==> config.mk <==
export PLATFORM = sky130hd
export DESIGN_NAME = rvfpm_xif_issue_queue
export DESIGN_NICKNAME = d
export VERILOG_FILES = /design/src/rtl/rvfpm_xif_issue_queue.sv
export SDC_FILE = /design/constraint.sdc
export NUM_CORES = 1
export LEC_CHECK = 0
export ABC_AREA = 1
export ABC_CLOCK_PERIOD_IN_PS = 3900
export BUFFER_PORTS_ARGS = -buffer_cell sky130_fd_sc_hd__buf_2
export CAP_MARGIN = 10
export CORE_MARGIN = 4
export CORE_UTILIZATION = 40
export DETAILED_ROUTE_END_ITERATION = 8
export HOLD_SLACK_MARGIN = 0.06
export PLACE_DENSITY = 0.58
export SYNTH_ARGS = -nofsm -noshare
export SYNTH_HDL_FRONTEND = slang
export SYNTH_SLANG_ARGS = --single-unit
==> constraint.sdc <==
create_clock -name ck -period 3.9 [get_ports ck]
set_clock_uncertainty 0.15 [all_clocks]
set_input_delay 0 -clock ck [delete_from_list [all_inputs] [get_ports ck]]
set_output_delay 0 -clock ck [all_outputs]
set_load 0.02 [all_outputs]
==> src/rtl/rvfpm_xif_issue_queue.sv <==
// CORE-V-XIF issue queue in front of the rvfpm FPU: decodes accept/reject, buffers accepted ops, dispatches in order.
// Optional same-cycle issue-to-dispatch bypass when RVFPM_ISSUE_BYPASS_EN is defined.
`default_nettype none

module rvfpm_xif_issue_queue #(
    parameter int X_ID_WIDTH = 4,
    parameter int XLEN       = 32,
    parameter int DEPTH      = 4
) (
    input  logic                         ck,
    input  logic                         rst,
    input  logic                         issue_valid,
    output logic                         issue_ready,
    input  logic [XLEN-1:0]              issue_instr,
    input  logic [X_ID_WIDTH-1:0]        issue_id,
    output logic                         issue_accept,
    input  logic                         flush,
    output logic                         enable,
    output logic [XLEN-1:0]              instruction,
    output logic [X_ID_WIDTH-1:0]        id,
    input  logic                         fpu_ready,
    output logic [$clog2(DEPTH+1)-1:0]   count
);

    localparam int PW = $clog2(DEPTH);
    localparam int CW = $clog2(DEPTH+1);
    localparam int EW = XLEN + X_ID_WIDTH;

    logic [EW-1:0]  mem [DEPTH];
    logic [PW-1:0]  rd_ptr;
    logic [PW-1:0]  wr_ptr;
    logic           full;
    logic           empty;
    logic           hs_accept;
    logic           push;
    logic           pop;
    logic [EW-1:0]  head;

    assign full  = (count == CW'(DEPTH));
    assign empty = (count == '0);

    always_comb begin
        issue_accept = 1'b0;
        case (issue_instr[6:0])
            7'b0000111, 7'b0100111, 7'b1000011, 7'b1000111,
            7'b1001011, 7'b1001111, 7'b1010011: issue_accept = 1'b1;
            default:                            issue_accept = 1'b0;
        endcase
    end

    assign issue_ready = !full && !flush && rst;
    assign hs_accept   = issue_valid && issue_ready && issue_accept;
    assign pop         = !empty && fpu_ready;
    assign head        = mem[rd_ptr];

`ifdef RVFPM_ISSUE_BYPASS_EN
    logic bypass;

    // An empty queue forwards the incoming op directly; it is only stored if the FPU stalls.
    assign bypass = empty && hs_accept;
    assign push   = hs_accept && !(bypass && fpu_ready);

    always_comb begin
        enable      = 1'b0;
        instruction = '0;
        id          = '0;
        if (!empty) begin
            enable      = 1'b1;
            instruction = head[EW-1:X_ID_WIDTH];
            id          = head[X_ID_WIDTH-1:0];
        end else if (bypass) begin
            enable      = 1'b1;
            instruction = issue_instr;
            id          = issue_id;
        end
    end
`else
    assign push = hs_accept;

    always_comb begin
        enable      = 1'b0;
        instruction = '0;
        id          = '0;
        if (!empty) begin
            enable      = 1'b1;
            instruction = head[EW-1:X_ID_WIDTH];
            id          = head[X_ID_WIDTH-1:0];
        end
    end
`endif

    always_ff @(posedge ck or negedge rst) begin
        if (!rst) begin
            rd_ptr <= '0;
            wr_ptr <= '0;
            count  <= '0;
        end else if (flush) begin
            rd_ptr <= '0;
            wr_ptr <= '0;
            count  <= '0;
        end else begin
            if (push) begin
                wr_ptr <= wr_ptr + PW'(1);
            end
            if (pop) begin
                rd_ptr <= rd_ptr + PW'(1);
            end
            count <= count + CW'(push) - CW'(pop);
        end
    end

    // Storage needs no reset: entries are only visible while counted as occupied.
    always_ff @(posedge ck) begin
        if (push) begin
            mem[wr_ptr] <= {issue_instr, issue_id};
        end
    end

endmodule

`default_nettype wire

==> results of run 1 <==
-- state kept, by name, summed over array words and instances, names as in the netlist --
| signal | cells |
|---|---|
| rd_ptr | 2 |
| count | 3 |
| mem | 144 |
| wr_ptr | 2 |
-- metal layers --
layer | vias up | GRT usage, % | wire (um)
li1 | 1979 | - | -
met4 | 0 | 6.13 | 212
met5 | - | 0 | 0
met1 | 2006 | 20.9 | 5920
met2 | 103 | 27.1 | 6650
met3 | 16 | 4.01 | 632
-- power by group through the flow --
stage / Sequential [uW] / Combinational [uW] / Clock (uW)
global route: 1840 / 1510 / 1710
global placement: 1860 / 1360 / 0
detailed placement: 1870 / 1360 / 0
finish: 1830 / 1370 / 1610
CTS: 1830 / 1400 / 1640
floorplan: 1860 / 945 / 0
-- layout make-up --
cell class / instances / area [sq um]
inverter: 24 / 90.1
clock inverter: 15 / 161
fill: 1323 / 7110
tap: 184 / 230
multi-input combinational: 298 / 1380
timing repair buffer: 128 / 858
sequential: 151 / 4500
clock buffer: 17 / 425
-- logic make-up (layout without fill, tap and decap cells) --
kind of cell    count (synthesis)  count (layout)
compound gates                111             111
xor+xnor                        2               2
fa+ha+maj                       7               7
buf+inv                        50             184
flops                         151             151
simple gates                  178             178
-- final timing paths --
kind / from / endpoint / slack (ps) / depth (start not counted)
hold / removal: issue_instr[24] / mem[2][28]$_DFFE_PP_ / 190 / 2
setup / recovery: rd_ptr[1]$_DFFE_PN0P_ / instruction[31] / 1150 / 5
hold reg to reg: wr_ptr[1]$_DFFE_PN0P_ / wr_ptr[1]$_DFFE_PN0P_ / 420 / 2
min in group asynchronous: rst / count[0]$_DFF_PN0_ / 410 / 3
max in group asynchronous: rst / rd_ptr[1]$_DFFE_PN0P_ / 2920 / 3
setup reg to reg: count[1]$_DFF_PN0_ / mem[3][16]$_DFFE_PP_ / 1460 / 7
-- cell usage after synthesis (all sizes together) --
cell type | instances | area (sq um)
inv | 24 | 90.1
clkbuf | 6 | 22.5
ha | 6 | 75.1
nand3 | 9 | 45.0
nand2 | 14 | 55.1
a21oi | 38 | 190
dfrtp | 7 | 175
nor2 | 155 | 582
xnor2 | 1 | 8.76
fa | 1 | 20.0
buf | 20 | 168
edfxtp | 144 | 4320
xor2 | 1 | 8.76
o21ai | 73 | 365
-- through the flow --
stage / instances / total power, uW
after floorplan: 499 / 2810
after global placement: 744 / 3220
after detailed placement: 744 / 3230
after CTS: 817 / 4870
after global routing: 817 / 5060
final: 817 / 4810
-- what timing repair did --
item                       in CTS  in global routing
setup endpoints to repair       0                  0
hold buffers                   41                  0
hold endpoints to repair      158                  0
-- cells in the final DEF (no fill, tap or decap) --
cell,n
clkinv_2,4
xnor2_1,1
o21ai_1,41
buf_4,5
clkinv_1,3
nand3_1,9
clkbuf_16,17
bufinv_16,3
dfrtp_1,5
dfrtp_2,2
nor2_1,151
nand2_1,13
nor2_4,4
o21ai_0,32
dlygate4sd3_1,41
a21oi_1,38
buf_2,82
fa_1,1
xor2_1,1
inv_2,3
inv_1,21
clkinv_4,2
nand2_2,1
ha_1,6
edfxtp_1,144
clkinvlp_4,3
-- worst register-to-register path, cell delays in order, from the launching register on --
cell and delay, ps:
dfrtp_1 420, inv_1 70, nand3_1 90, nand3_1 100
inv_1 80, nand2_2 170, nor2_4 690, buf_4 360
==> impl_metrics.csv, run 1 <==
group,metric,value,unit
timing,min_period,2750,ps
status,status,"complete, no violations",
critical_path,crit_arrival,2600,ps
critical_path,start_kind,"flop",
logic_synthesis,synthAdderAreaFrac,1.55,%
critical_path,path_buf_inv,2,
floorplanning,die_h,132,um
logic_synthesis,synth_area,0.00613,sq mm
power_and_ir_drop,power.internal,3200,uW
critical_path,cp_slowest_cell,"dfrtp_2",
timing,finalSetupViolCount,0,
logic_synthesis,synth_top_family_by_area,"simple AND/OR/NAND/NOR gates",
layout,synthToLayoutAreaGrowth,24.8,%
timing,finalHoldViolations,0,
critical_path,crit_family,"flip-flops",
timing,fin_tns_setup,0,ps
global_routing,grt_pass1_wl,22.4,mm
power_and_ir_drop,p_leak,0.00287,uW
global_routing,first_global_vias,4138,
global_routing,grt_max_degree,74,
logic_synthesis,synthSimpleGateAreaFrac,11.1,%
timing,maxSlewViolCount,0,
route,finalWirelength,13.4,mm
clock_tree,clk_latency,410,ps
clock_tree,cts_root_buf,"clkbuf_16",
layout,final_area,0.00765,sq mm
floorplanning,std_cell_rows,44,
global_routing,grt-ovfl-total,0,
clock_tree,cts_setup_buffers,0,
clock_tree,numCtsBuffers,17,
logic_synthesis,synth_mux_area_share,0,%
power_and_ir_drop,p_seq_share,38.1,%
layout,final_net_count,668,
global_routing,track_usage,16.4,%
critical_path,cp-end-kind,"output port",
floorplanning,design.die.area,0.0174,sq mm
run,cap_violations,0,
logic_synthesis,synth-seq-cells,151,
clock_tree,clkTransAtPathRegs,60,ps
timing,fmax,363,MHz
route,drt-pass1-iter-count,5,
logic_synthesis,synthDistinctLibCells,19,
clock_tree,ctsResizeCount,0,
route,viasPerCell,5.02,
floorplanning,core_area,0.0148,sq mm
layout,antenna_cells,0,
timing,worst_slack,1150,ps
clock_tree,clock-sinks,151,
placed_design,hpwl,7.97,mm
placed_design,dpl_cell_area,0.00665,sq mm
critical_path,required,3750,ps
critical_path,cp_max_fo,38,
power_and_ir_drop,p_sw_share,33.5,%
placed_design,dp_slack,1430,ps
placed_design,place.gp.congestion,0.756,
floorplanning,pin_count,83,
clock_tree,cts_tree,"done",
floorplanning,die_w,132,um
logic_synthesis,synth_xor_xnor_area_share,0.286,%
logic_synthesis,yosysWarnings,0,
worst_hold_path,hold_path.class,"input port to flop",
route,dr.first_iter.drc_count,260,
critical_path,crit_chain,"inv_2 -> nor2_1 -> o21ai_0 -> a21oi_1 -> buf_2",
power_and_ir_drop,p_switching,1610,uW
power_and_ir_drop,power.clock.fraction,33.5,%
route,route.antenna.remaining_nets,0,
route,vias,4104,
layout,final_util,51.8,%
timing,finalCritPeriodShare,70.6,%
floorplanning,start_util,41.5,%
clock_tree,clockBufferDepth,2,
timing,rsz0062_at_grt,"false",
critical_path,crit_type,"flop to output port",
critical_path,cpPeakStageDelay,880,ps
clock_tree,htree_levels,4,
logic_synthesis,seq_area_frac_synth,73.4,%
global_routing,antenna_found_initial,0,
power_and_ir_drop,p_per_area,629,mW/mm^2
logic_synthesis,synth-compound-area-share,9.06,%
power_and_ir_drop,peakVddDrop,0.550,mV
route,wl_per_cell,16.4,um
logic_synthesis,syn_area_per_cell,12.3,sq um
timing,slew_headroom,21.2,%
power_and_ir_drop,combPwrFrac,28.4,%
timing,tightest_slew,1180,ps
logic_synthesis,syn_nets,547,
logic_synthesis,syn_inst,499,
route,drc_errors,0,
placed_design,portBuffers,82,
timing,holdWs,193,ps
layout,drive_above_1_share,19.9,%
(Power assumes the default switching activity.)
==> run 2, diff against run 1 <==
--- a/config.mk
+++ b/config.mk
@@ -6,7 +6,7 @@
 export NUM_CORES = 1
 export LEC_CHECK = 0
 export ABC_AREA = 1
-export ABC_CLOCK_PERIOD_IN_PS = 3900
+export ABC_CLOCK_PERIOD_IN_PS = 2600
 export BUFFER_PORTS_ARGS = -buffer_cell sky130_fd_sc_hd__buf_2
 export CAP_MARGIN = 10
 export CORE_MARGIN = 4
==> constraint.sdc (replaced) <==
create_clock -name ck -period 2.6 [get_ports ck]
set_clock_uncertainty 0.15 [all_clocks]
set_input_delay 0 -clock ck [delete_from_list [all_inputs] [get_ports ck]]
set_output_delay 0 -clock ck [all_outputs]
set_load 0.02 [all_outputs]
==> run 2 against run 1 <==
Effect of this change:
- sequential cell count is the same
- critical path depth grew 1
- sequential share of layout area shrank 0.92 points
- critical endpoint is now id[0]
==> impl_metrics.csv, run 2 (synthesis gave the netlist of run 1 again) <==
group,metric,value,unit
floorplanning,start_util,41.5,%
power_and_ir_drop,p_leak,0.00294,uW
clock_tree,clock-sinks,151,
clock_tree,ctsResizeCount,0,
placed_design,place.gp.congestion,0.801,
power_and_ir_drop,p_switching,2430,uW
critical_path,cpPeakStageDelay,640,ps
floorplanning,core_area,0.0148,sq mm
power_and_ir_drop,p_sw_share,33.2,%
critical_path,path_buf_inv,2,
critical_path,cp_slowest_cell,"dfrtp_2",
layout,antenna_cells,0,
run,cap_violations,0,
placed_design,dp_slack,403,ps
clock_tree,cts_setup_buffers,0,
global_routing,track_usage,16.0,%
worst_hold_path,hold_path.class,"input port to flop",
timing,finalCritPeriodShare,91.8,%
timing,worst_slack,213,ps
power_and_ir_drop,combPwrFrac,29.2,%
critical_path,crit_type,"flop to output port",
route,finalWirelength,13.5,mm
clock_tree,cts_tree,"done",
critical_path,critPathMostFrequentCell,"nor2_1",
clock_tree,clkTransAtPathRegs,60,ps
route,route.antenna.remaining_nets,0,
layout,num-fill-cells,1264,
layout,final_cell_mix,"151 x nor2_1, 144 x edfxtp_1, 82 x buf_2, 41 x o21ai_1, 41 x dlygate4sd3_1",
placed_design,portBuffers,82,
global_routing,first_global_vias,4040,
timing,finalSetupViolCount,0,
global_routing,antenna_found_initial,0,
floorplanning,std_cell_rows,44,
power_and_ir_drop,power.internal,4880,uW
layout,drive_above_1_share,21.4,%
route,wl_per_cell,16.3,um
power_and_ir_drop,p_total,7310,uW
critical_path,cp-end-kind,"output port",
layout,largest_reg_flops,144,
clock_tree,numCtsBuffers,17,
critical_path,required,2450,ps
global_routing,grt_pass1_wl,21.8,mm
route,drc_errors,0,
critical_path,crit_family,"buffers and inverters",
timing,tightest_slew,443,ps
placed_design,hpwl,8.06,mm
floorplanning,pin_count,83,
power_and_ir_drop,power.clock.fraction,32.9,%
power_and_ir_drop,peakVddDrop,0.483,mV
critical_path,start_kind,"flop",
route,vias,4064,
floorplanning,die_h,132,um
global_routing,grt-ovfl-total,0,
layout,final_net_count,679,
power_and_ir_drop,p_per_area,942,mW/mm^2
timing,holdWs,191,ps
floorplanning,design.die.area,0.0174,sq mm
global_routing,grt_max_degree,46,
clock_tree,htree_levels,4,
floorplanning,die_w,132,um
route,dr.first_iter.drc_count,323,
route,drt-pass1-iter-count,4,
critical_path,crit_arrival,2240,ps
clock_tree,ctsHoldBuffers,41,
layout,reg.largest.list,"mem (144), count (3)",
critical_path,crit_chain,"buf_4 -> nor2_1 -> nor2_1 -> o21ai_0 -> a21oi_1 -> buf_2",
timing,finalHoldViolations,0,
layout,synthToLayoutAreaGrowth,26.7,%
clock_tree,clockBufferDepth,2,
clock_tree,clk_latency,410,ps
layout,registers.top_by_ff_count,"mem",
timing,slew_headroom,70.5,%
power_and_ir_drop,p_seq_share,37.9,%
critical_path,cp_max_fo,31,
timing,min_period,2390,ps
route,viasPerCell,4.91,
timing,fmax,419,MHz
status,status,"complete, no violations",
clock_tree,cts_root_buf,"clkbuf_16",
timing,maxSlewViolCount,0,
timing,rsz0062_at_grt,"false",
layout,final_common_cell,"nor2_1",
==> run 2: cell types whose count changed in the layout (fill, tap and decap cells not counted) <==
cell / delta
buf_4: +8
buf_12: +3
clkinv_1: -3
clkbuf_1: +2
clkinv_2: +1
clkinv_4: -1
inv_6: +1
==> run 2: area by class of cell <==
type / instances / area, sq um / share of cell area [%]
multi-input cells: 298 / 1380 / 17.8
repair buffers: 139 / 978 / 12.6
well taps: 184 / 230 / 2.96
flip-flops and latches: 151 / 4500 / 57.9
inverters: 24 / 90.1 / 1.16
clock inverters: 13 / 155 / 2.00
clock buffers: 19 / 433 / 5.57
==> run 2: per-stage QoR <==
step	instance area (sq um)	utilization, %	setup TNS [ps]	cells
after floorplan	6130	-	-65980	499
after global placement	6770	45.9	0	755
after detailed placement	6770	45.9	0	755
after CTS	7770	52.7	0	828
after global routing	7770	52.7	0	828
final	7770	52.7	0	828
==> run 2: path summary, 6_finish.rpt <==
check	start	end	slack, ps	depth (start not counted)
max	rd_ptr[0]$_DFFE_PN0P_	id[0]	210	6
min	issue_instr[18]	mem[0][22]$_DFFE_PP_	190	2
max reg2reg	count[1]$_DFF_PN0_	count[2]$_DFF_PN0_	390	11
min reg2reg	wr_ptr[1]$_DFFE_PN0P_	wr_ptr[1]$_DFFE_PN0P_	420	2
max in group asynchronous	rst	rd_ptr[0]$_DFFE_PN0P_	1620	3
min in group asynchronous	rst	count[0]$_DFF_PN0_	410	3
==> run 2: routing by layer <==
layer	part of all wire (%)	GRT usage, %	vias up
li1	-	-	2004
met1	46	21.1	1965
met2	50	26.1	85
met3	3.8	3.97	10
met4	0.91	5.60	0
met5	0	0	-
==> run 2: power by group through the flow <==
stage | combinational [uW] | sequential [uW] | clock (uW)
final | 2140 | 2770 | 2410
after floorplan | 1420 | 2790 | 0
after detailed placement | 2130 | 2820 | 0
after CTS | 2180 | 2770 | 2460
after global placement | 2110 | 2820 | 0
after global routing | 2340 | 2780 | 2570
